`config.mk`:
```
export PLATFORM = sky130hd
export DESIGN_NAME = multicycle_ctrl_flat
export DESIGN_NICKNAME = d
export VERILOG_FILES = /design/src/rtl/multicycle_ctrl_if.sv /design/src/rtl/multicycle_ctrl.sv /design/src/flat_wrapper.sv
export SDC_FILE = /design/constraint.sdc
export NUM_CORES = 1
export LEC_CHECK = 0
export CORE_UTILIZATION = 50
export CTS_BUF_LIST = sky130_fd_sc_hd__clkbuf_2
export CTS_CLUSTER_SIZE = 14
export DETAILED_ROUTE_END_ITERATION = 6
export PLACE_DENSITY = 0.81
export SLEW_MARGIN = 40
export SYNTH_ARGS = -nofsm -noshare
export SYNTH_HDL_FRONTEND = slang
export SYNTH_SLANG_ARGS = --single-unit
export TNS_END_PERCENT = 50
```
`constraint.sdc`:
```
create_clock -name clk -period 2.05 [get_ports clk]
set_input_delay 0.205 -clock clk [delete_from_list [all_inputs] [get_ports clk]]
set_output_delay 0.205 -clock clk [all_outputs]
set_load 0.1 [all_outputs]
```
`src/rtl/multicycle_ctrl_if.sv`:
```
// multicycle_ctrl_if: decoded-instruction inputs and datapath control bundle for the multi-cycle MIPS controller
interface multicycle_ctrl_if #(parameter int CNT_W = 32);
  logic [5:0] instr_op;
  logic [5:0] instr_fun;
  logic zero;
  logic mem_ready;
  logic pc_write;
  logic pc_write_cond;
  logic branch_ne;
  logic [1:0] pc_source;
  logic i_or_d;
  logic mem_read;
  logic mem_write;
  logic ir_write;
  logic reg_write;
  logic [1:0] reg_dst;
  logic [1:0] mem_to_reg;
  logic alu_src_a;
  logic [1:0] alu_src_b;
  logic [2:0] alu_op;
  logic retire;
  logic [CNT_W-1:0] retire_cnt;
  logic err;
  modport master (
    input instr_op, instr_fun, zero, mem_ready,
    output pc_write, pc_write_cond, branch_ne, pc_source, i_or_d, mem_read, mem_write, ir_write,
    reg_write, reg_dst, mem_to_reg, alu_src_a, alu_src_b, alu_op, retire, retire_cnt, err
  );
  modport slave (
    output instr_op, instr_fun, zero, mem_ready,
    input pc_write, pc_write_cond, branch_ne, pc_source, i_or_d, mem_read, mem_write, ir_write,
    reg_write, reg_dst, mem_to_reg, alu_src_a, alu_src_b, alu_op, retire, retire_cnt, err
  );
endinterface

```
`src/rtl/multicycle_ctrl.sv`:
```
// multicycle_ctrl: Moore control FSM sequencing a multi-cycle MIPS datapath with memory stall, retire count and trap
module multicycle_ctrl #(
  parameter int MEM_TIMEOUT = 15,
  parameter int CNT_W = 32
) (
  input logic clk,
  input logic rst,
  multicycle_ctrl_if.master bus
);
  typedef enum logic [3:0] {
    IDLE, FETCH, DECODE, EXEC, RWB, IMMEX, IWB, MEMADR,
    MEMRD, MEMWB, MEMWR, BRANCH, JUMP, JR, JAL, ERR
  } state_t;
  localparam int TW = $clog2(MEM_TIMEOUT + 1);
  state_t state, state_n;
  logic [TW-1:0] tcnt;
  logic [5:0] op;
  logic [CNT_W-1:0] cnt;
  logic waiting;
  assign waiting = (state == FETCH || state == MEMRD || state == MEMWR) && !bus.mem_ready;
  assign bus.retire_cnt = cnt;
  assign bus.err = state == ERR;
  always_ff @(posedge clk or posedge rst)
    if (rst) begin
      state <= IDLE;
      tcnt <= '0;
      op <= '0;
      cnt <= '0;
    end else begin
      state <= state_n;
      tcnt <= waiting ? tcnt + 1'b1 : '0;
      if (state == DECODE) op <= bus.instr_op;
      if (bus.retire) cnt <= cnt + 1'b1;
    end
  always_comb begin
    state_n = state;
    bus.pc_write = 1'b0;
    bus.pc_write_cond = 1'b0;
    bus.branch_ne = 1'b0;
    bus.pc_source = 2'd0;
    bus.i_or_d = 1'b0;
    bus.mem_read = 1'b0;
    bus.mem_write = 1'b0;
    bus.ir_write = 1'b0;
    bus.reg_write = 1'b0;
    bus.reg_dst = 2'd0;
    bus.mem_to_reg = 2'd0;
    bus.alu_src_a = 1'b0;
    bus.alu_src_b = 2'd0;
    bus.alu_op = 3'b000;
    bus.retire = 1'b0;
    case (state)
      IDLE: state_n = FETCH;
      FETCH: begin
        bus.mem_read = 1'b1;
        bus.alu_src_b = 2'd1;
        bus.pc_write = bus.mem_ready;
        bus.ir_write = bus.mem_ready;
        state_n = bus.mem_ready ? DECODE : FETCH;
      end
      DECODE: begin
        bus.alu_src_b = 2'd3;
        case (bus.instr_op)
          6'h00: state_n = bus.instr_fun == 6'h08 ? JR : EXEC;
          6'h23, 6'h2B: state_n = MEMADR;
          6'h04, 6'h05: state_n = BRANCH;
          6'h08, 6'h0A: state_n = IMMEX;
          6'h02: state_n = JUMP;
          6'h03: state_n = JAL;
          default: state_n = ERR;
        endcase
      end
      EXEC: begin
        bus.alu_src_a = 1'b1;
        bus.alu_op = 3'b010;
        state_n = RWB;
      end
      RWB: begin
        bus.reg_write = 1'b1;
        bus.reg_dst = 2'd1;
        bus.retire = 1'b1;
        state_n = FETCH;
      end
      IMMEX: begin
        bus.alu_src_a = 1'b1;
        bus.alu_src_b = 2'd2;
        bus.alu_op = op == 6'h0A ? 3'b011 : 3'b000;
        state_n = IWB;
      end
      IWB: begin
        bus.reg_write = 1'b1;
        bus.retire = 1'b1;
        state_n = FETCH;
      end
      MEMADR: begin
        bus.alu_src_a = 1'b1;
        bus.alu_src_b = 2'd2;
        state_n = op == 6'h23 ? MEMRD : MEMWR;
      end
      MEMRD: begin
        bus.mem_read = 1'b1;
        bus.i_or_d = 1'b1;
        state_n = bus.mem_ready ? MEMWB : MEMRD;
      end
      MEMWB: begin
        bus.reg_write = 1'b1;
        bus.mem_to_reg = 2'd1;
        bus.retire = 1'b1;
        state_n = FETCH;
      end
      MEMWR: begin
        bus.mem_write = 1'b1;
        bus.i_or_d = 1'b1;
        bus.retire = bus.mem_ready;
        state_n = bus.mem_ready ? FETCH : MEMWR;
      end
      BRANCH: begin
        bus.alu_src_a = 1'b1;
        bus.alu_op = 3'b001;
        bus.pc_write_cond = 1'b1;
        bus.pc_source = 2'd1;
        bus.branch_ne = op == 6'h05;
        bus.retire = 1'b1;
        state_n = FETCH;
      end
      JUMP, JR: begin
        bus.pc_write = 1'b1;
        bus.pc_source = state == JR ? 2'd3 : 2'd2;
        bus.retire = 1'b1;
        state_n = FETCH;
      end
      JAL: begin
        bus.pc_write = 1'b1;
        bus.pc_source = 2'd2;
        bus.reg_write = 1'b1;
        bus.reg_dst = 2'd2;
        bus.mem_to_reg = 2'd2;
        bus.retire = 1'b1;
        state_n = FETCH;
      end
      default: state_n = ERR;
    endcase
    // a stalled access that has already waited MEM_TIMEOUT-1 cycles traps on this one
    if (waiting && tcnt == TW'(MEM_TIMEOUT - 1)) state_n = ERR;
  end
endmodule

```
`src/flat_wrapper.sv`:
```
// flat-port wrapper written by rule: the top's interface ports become plain ports
module multicycle_ctrl_flat 
#(
  parameter int MEM_TIMEOUT = 15,
  parameter int CNT_W = 32
)
  (clk, rst, bus_instr_op, bus_instr_fun, bus_zero, bus_mem_ready, bus_pc_write, bus_pc_write_cond, bus_branch_ne, bus_pc_source, bus_i_or_d, bus_mem_read, bus_mem_write, bus_ir_write, bus_reg_write, bus_reg_dst, bus_mem_to_reg, bus_alu_src_a, bus_alu_src_b, bus_alu_op, bus_retire, bus_retire_cnt, bus_err);
  multicycle_ctrl_if #(.CNT_W(CNT_W)) bus_i ();
  input logic clk;
  input logic rst;
  input wire logic [$bits(bus_i.instr_op)-1:0] bus_instr_op;
  input wire logic [$bits(bus_i.instr_fun)-1:0] bus_instr_fun;
  input wire logic [$bits(bus_i.zero)-1:0] bus_zero;
  input wire logic [$bits(bus_i.mem_ready)-1:0] bus_mem_ready;
  output wire logic [$bits(bus_i.pc_write)-1:0] bus_pc_write;
  output wire logic [$bits(bus_i.pc_write_cond)-1:0] bus_pc_write_cond;
  output wire logic [$bits(bus_i.branch_ne)-1:0] bus_branch_ne;
  output wire logic [$bits(bus_i.pc_source)-1:0] bus_pc_source;
  output wire logic [$bits(bus_i.i_or_d)-1:0] bus_i_or_d;
  output wire logic [$bits(bus_i.mem_read)-1:0] bus_mem_read;
  output wire logic [$bits(bus_i.mem_write)-1:0] bus_mem_write;
  output wire logic [$bits(bus_i.ir_write)-1:0] bus_ir_write;
  output wire logic [$bits(bus_i.reg_write)-1:0] bus_reg_write;
  output wire logic [$bits(bus_i.reg_dst)-1:0] bus_reg_dst;
  output wire logic [$bits(bus_i.mem_to_reg)-1:0] bus_mem_to_reg;
  output wire logic [$bits(bus_i.alu_src_a)-1:0] bus_alu_src_a;
  output wire logic [$bits(bus_i.alu_src_b)-1:0] bus_alu_src_b;
  output wire logic [$bits(bus_i.alu_op)-1:0] bus_alu_op;
  output wire logic [$bits(bus_i.retire)-1:0] bus_retire;
  output wire logic [$bits(bus_i.retire_cnt)-1:0] bus_retire_cnt;
  output wire logic [$bits(bus_i.err)-1:0] bus_err;
  assign bus_i.instr_op = bus_instr_op;
  assign bus_i.instr_fun = bus_instr_fun;
  assign bus_i.zero = bus_zero;
  assign bus_i.mem_ready = bus_mem_ready;
  assign bus_pc_write = bus_i.pc_write;
  assign bus_pc_write_cond = bus_i.pc_write_cond;
  assign bus_branch_ne = bus_i.branch_ne;
  assign bus_pc_source = bus_i.pc_source;
  assign bus_i_or_d = bus_i.i_or_d;
  assign bus_mem_read = bus_i.mem_read;
  assign bus_mem_write = bus_i.mem_write;
  assign bus_ir_write = bus_i.ir_write;
  assign bus_reg_write = bus_i.reg_write;
  assign bus_reg_dst = bus_i.reg_dst;
  assign bus_mem_to_reg = bus_i.mem_to_reg;
  assign bus_alu_src_a = bus_i.alu_src_a;
  assign bus_alu_src_b = bus_i.alu_src_b;
  assign bus_alu_op = bus_i.alu_op;
  assign bus_retire = bus_i.retire;
  assign bus_retire_cnt = bus_i.retire_cnt;
  assign bus_err = bus_i.err;
  multicycle_ctrl #(.MEM_TIMEOUT(MEM_TIMEOUT), .CNT_W(CNT_W)) u_core (.clk(clk), .rst(rst), .bus(bus_i));
endmodule
```
==> impl_metrics.toml <==
[detailed_routing]
ant_nets = 0
drt_iter0_drc = 207
wl_per_cell_um = 16.0
viasPerCell = 5.56
dr.pass1.iters = 4
drt-total-wl_um = 6900
drc_errors = 0
vias = 2395

[final_layout]
antenna_cells = 0
syn_to_final_growth_pct = 59.0
num-nets-final = 382
postLayoutCellArea_um2 = 4010
drive_gt1_share_pct = 45.9

[die]
core-area_um2 = 4790
initial_utilization_pct = 52.7
fp.dieH_um = 73.0
die_area_um2 = 5330
io_pins = 70
rows = 25
die_w_um = 73.0

[yosys]
yosysUniqueCellTypes = 44
synthFlopType = "dfrtp_1"
synth_area_um2 = 2520
synth.net_count = 284
yosysWarnings = 0
synthCells = 265
avgSynthCellArea_um2 = 9.51
synth_async_sr_flop_share_pct = 100
ys_seq_area_share_pct = 45.7
synth_edf_count = 0
synth-seq-cells = 46

[placement]
placed_cell_area_um2 = 3600
dp_slack_ns = -0.0248
dpl.hpwl_um = 4460
place.gp.congestion = 0.864
numPortBuffers = 67

[cts]
cts_tree = "built"
cts_made_buffers = 5
clock-sinks = 46
clk_latency_ns = 0.44
cts_max_path_buffers = 2
root_buffer = "clkbuf_2"
htree_levels = 2
clkTransAtPathRegs_ns = 0.24

[setup_path]
cp_data_arrival_time_ns = 1.91
timing.rr.end = "u_core.bus.retire_cnt[15]"
end_kind = "output port"
crit_type = "flip-flop to output port"
crit_required_ns = 1.85
start_kind = "flip-flop"
rrSetupSlack_ns = 0.05
r2r_cells = 9
crit_fanout = 2
r2r-start = "u_core.state[1]"

[global_routing]
grt_remaining_overflow = 0
grtUsageTotal_pct = 24.7
grt_start_max_net_pins = 29
grt_pass1_wl_um = 10100
antenna_found_initial = 0
grt_pass1_vias = 2223

[sta]
rsz0062_at_grt = "true"
setup_viol = 4
worst_pin_slew_ns = 0.693
fin_setup_tns_ns = -0.186
fin_ws_ns = -0.0633
clock_skew_ns = 0.0300
finalWorstPathRequiredPeriod_ns = 2.11
hold_viol = 0
fmax_mhz = 473
finalCritPeriodShare_pct = 103
relSlewSlack_pct = 53.5
drv_slew = 0
finalHoldWorstSlack_ns = 0.0513

[run_status]
status = "finished with violations"
violations = "setup timing"

[run]
maxCapViolations = 0

[power]
leakagePower_nw = 1.63
p_per_area_nw_per_um2 = 1410
ir_drop_mv = 1.10

[hold_path]
hp-class = "input pin to async pin"
critical path, stage by stage (launching register included):
cell and delay [ns]:
dfrtp_1 0.44, nor2b_2 0.14, nand3b_1 0.11, nor4_2 0.28, nand3b_1 0.17, a21boi_4 0.18
buf_12 0.19
flip-flops by register name, summed over array words and instances, names as in the netlist:
| name | cells |
|---|---|
| u_core.op | 6 |
| u_core.tcnt | 4 |
| u_core.state | 4 |
| u_core.bus.retire_cnt | 32 |
layout by cell type (no fill, tap or decap), types with 6 or more instances in the layout:
cell type        count
buf_4               55
nand2_1             27
nor2_1              24
buf_12              23
dfrtp_1             22
xnor2_1             20
dfrtp_2             16
clkdlybuf4s50_1     14
nand3_1             13
xor2_1              13
nand4_1             10
nor2_2               9
buf_6                8
dfrtp_4              8
inv_1                6
mux2_2               6
clkbuf_2             6
worst max-delay path by stage:
stage                                           end  slack, ns  cells after the start            start
after floorplan                       bus_branch_ne      -0.56                      6  u_core.state[1]
after global placement    u_core.bus.retire_cnt[21]       0.02                      8    bus_mem_ready
after detailed placement  u_core.bus.retire_cnt[15]      -0.02                      8    bus_mem_ready
after CTS                             bus_branch_ne      -0.07                      6  u_core.state[1]
after global routing                  bus_alu_op[0]      -0.18                      6     u_core.op[2]
final                                 bus_alu_op[0]      -0.06                      6     u_core.op[2]
kinds of logic (layout without fill, tap and decap cells):
logic type	after synthesis	after routing	synth area share, %
AO/OA/AOI/OAI	27	27	7.64
XOR/XNOR	33	33	11.5
adder cells (fa/ha/maj)	3	3	1.49
buffers and inverters	18	117	3.28
flip-flops	46	46	45.7
multiplexers	6	6	2.68
other	1	1	0.149
AND/OR/NAND/NOR	131	131	27.6
cells in the mapped netlist, drive strengths merged, types with 2 or more instances:
cell type  count  area [um^2]
nand2         28          105
nand3b         3         22.5
nor3           5         30.0
inv            8         30.0
and3           3         18.8
and2           2         12.5
nand3         15         75.1
and4           4         35.0
nor4b          2         17.5
o211ai         2         15.0
nor2          35          131
xnor2         20          175
o21ai          4         20.0
mux2           6         67.6
buf            3         26.3
a221o          2         20.0
a21boi         2         15.0
a21oi          9         45.0
clkbuf         7         26.3
o41ai          2         17.5
nand2b         8         50.1
nor3b          2         15.0
dfrtp         46         1150
xor2          13          114
nand4         11         75.1
nor4           3         33.8
ha             3         37.5
or3            2         17.5
nor2b          4         25.0
or2            2         12.5
layer usage:
metal | wire (um) | track usage [%] | vias to the layer above
met5 | 0 | 0 | -
met4 | 116 | 8.71 | 0
met3 | 317 | 4.28 | 13
met2 | 3600 | 39.6 | 86
met1 | 2860 | 33.7 | 1185
li1 | - | - | 1111
cell type report:
type,count,area [um^2]
Clock buffer,6,30.0
Clock inverter,2,33.8
Timing Repair Buffer,101,1130
Fill cell,263,778
Inverter,8,32.5
Tap cell,67,83.8
Multi-Input combinational cell,201,1500
Sequential cell,46,1200
repair_timing:
action / 4_1_cts / 5_1_grt
resized for setup: 13 / 27
setup buffers: 10 / 11
gates cloned: 0 / 1
endpoints found under the setup margin: 9 / 27
pin swaps: 8 / 6
hold buffers: 0 / 0
metrics by stage:
step | std cells | power (W) | util (%)
2_1_floorplan | 265 | 0.00357 | -
3_3_place_gp | 401 | 0.00451 | 75.3
3_5_place_dp | 401 | 0.00456 | 75.3
4_1_cts | 419 | 0.00528 | 79.3
5_1_grt | 431 | 0.00587 | 83.7
6_report | 431 | 0.00566 | 83.7
power breakdown:
group	internal [W]	switching [W]
combinational	0.00149	0.00237
sequential	0.00110	0.000207
clock	0.000208	0.000289
(Power assumes the default switching activity.)
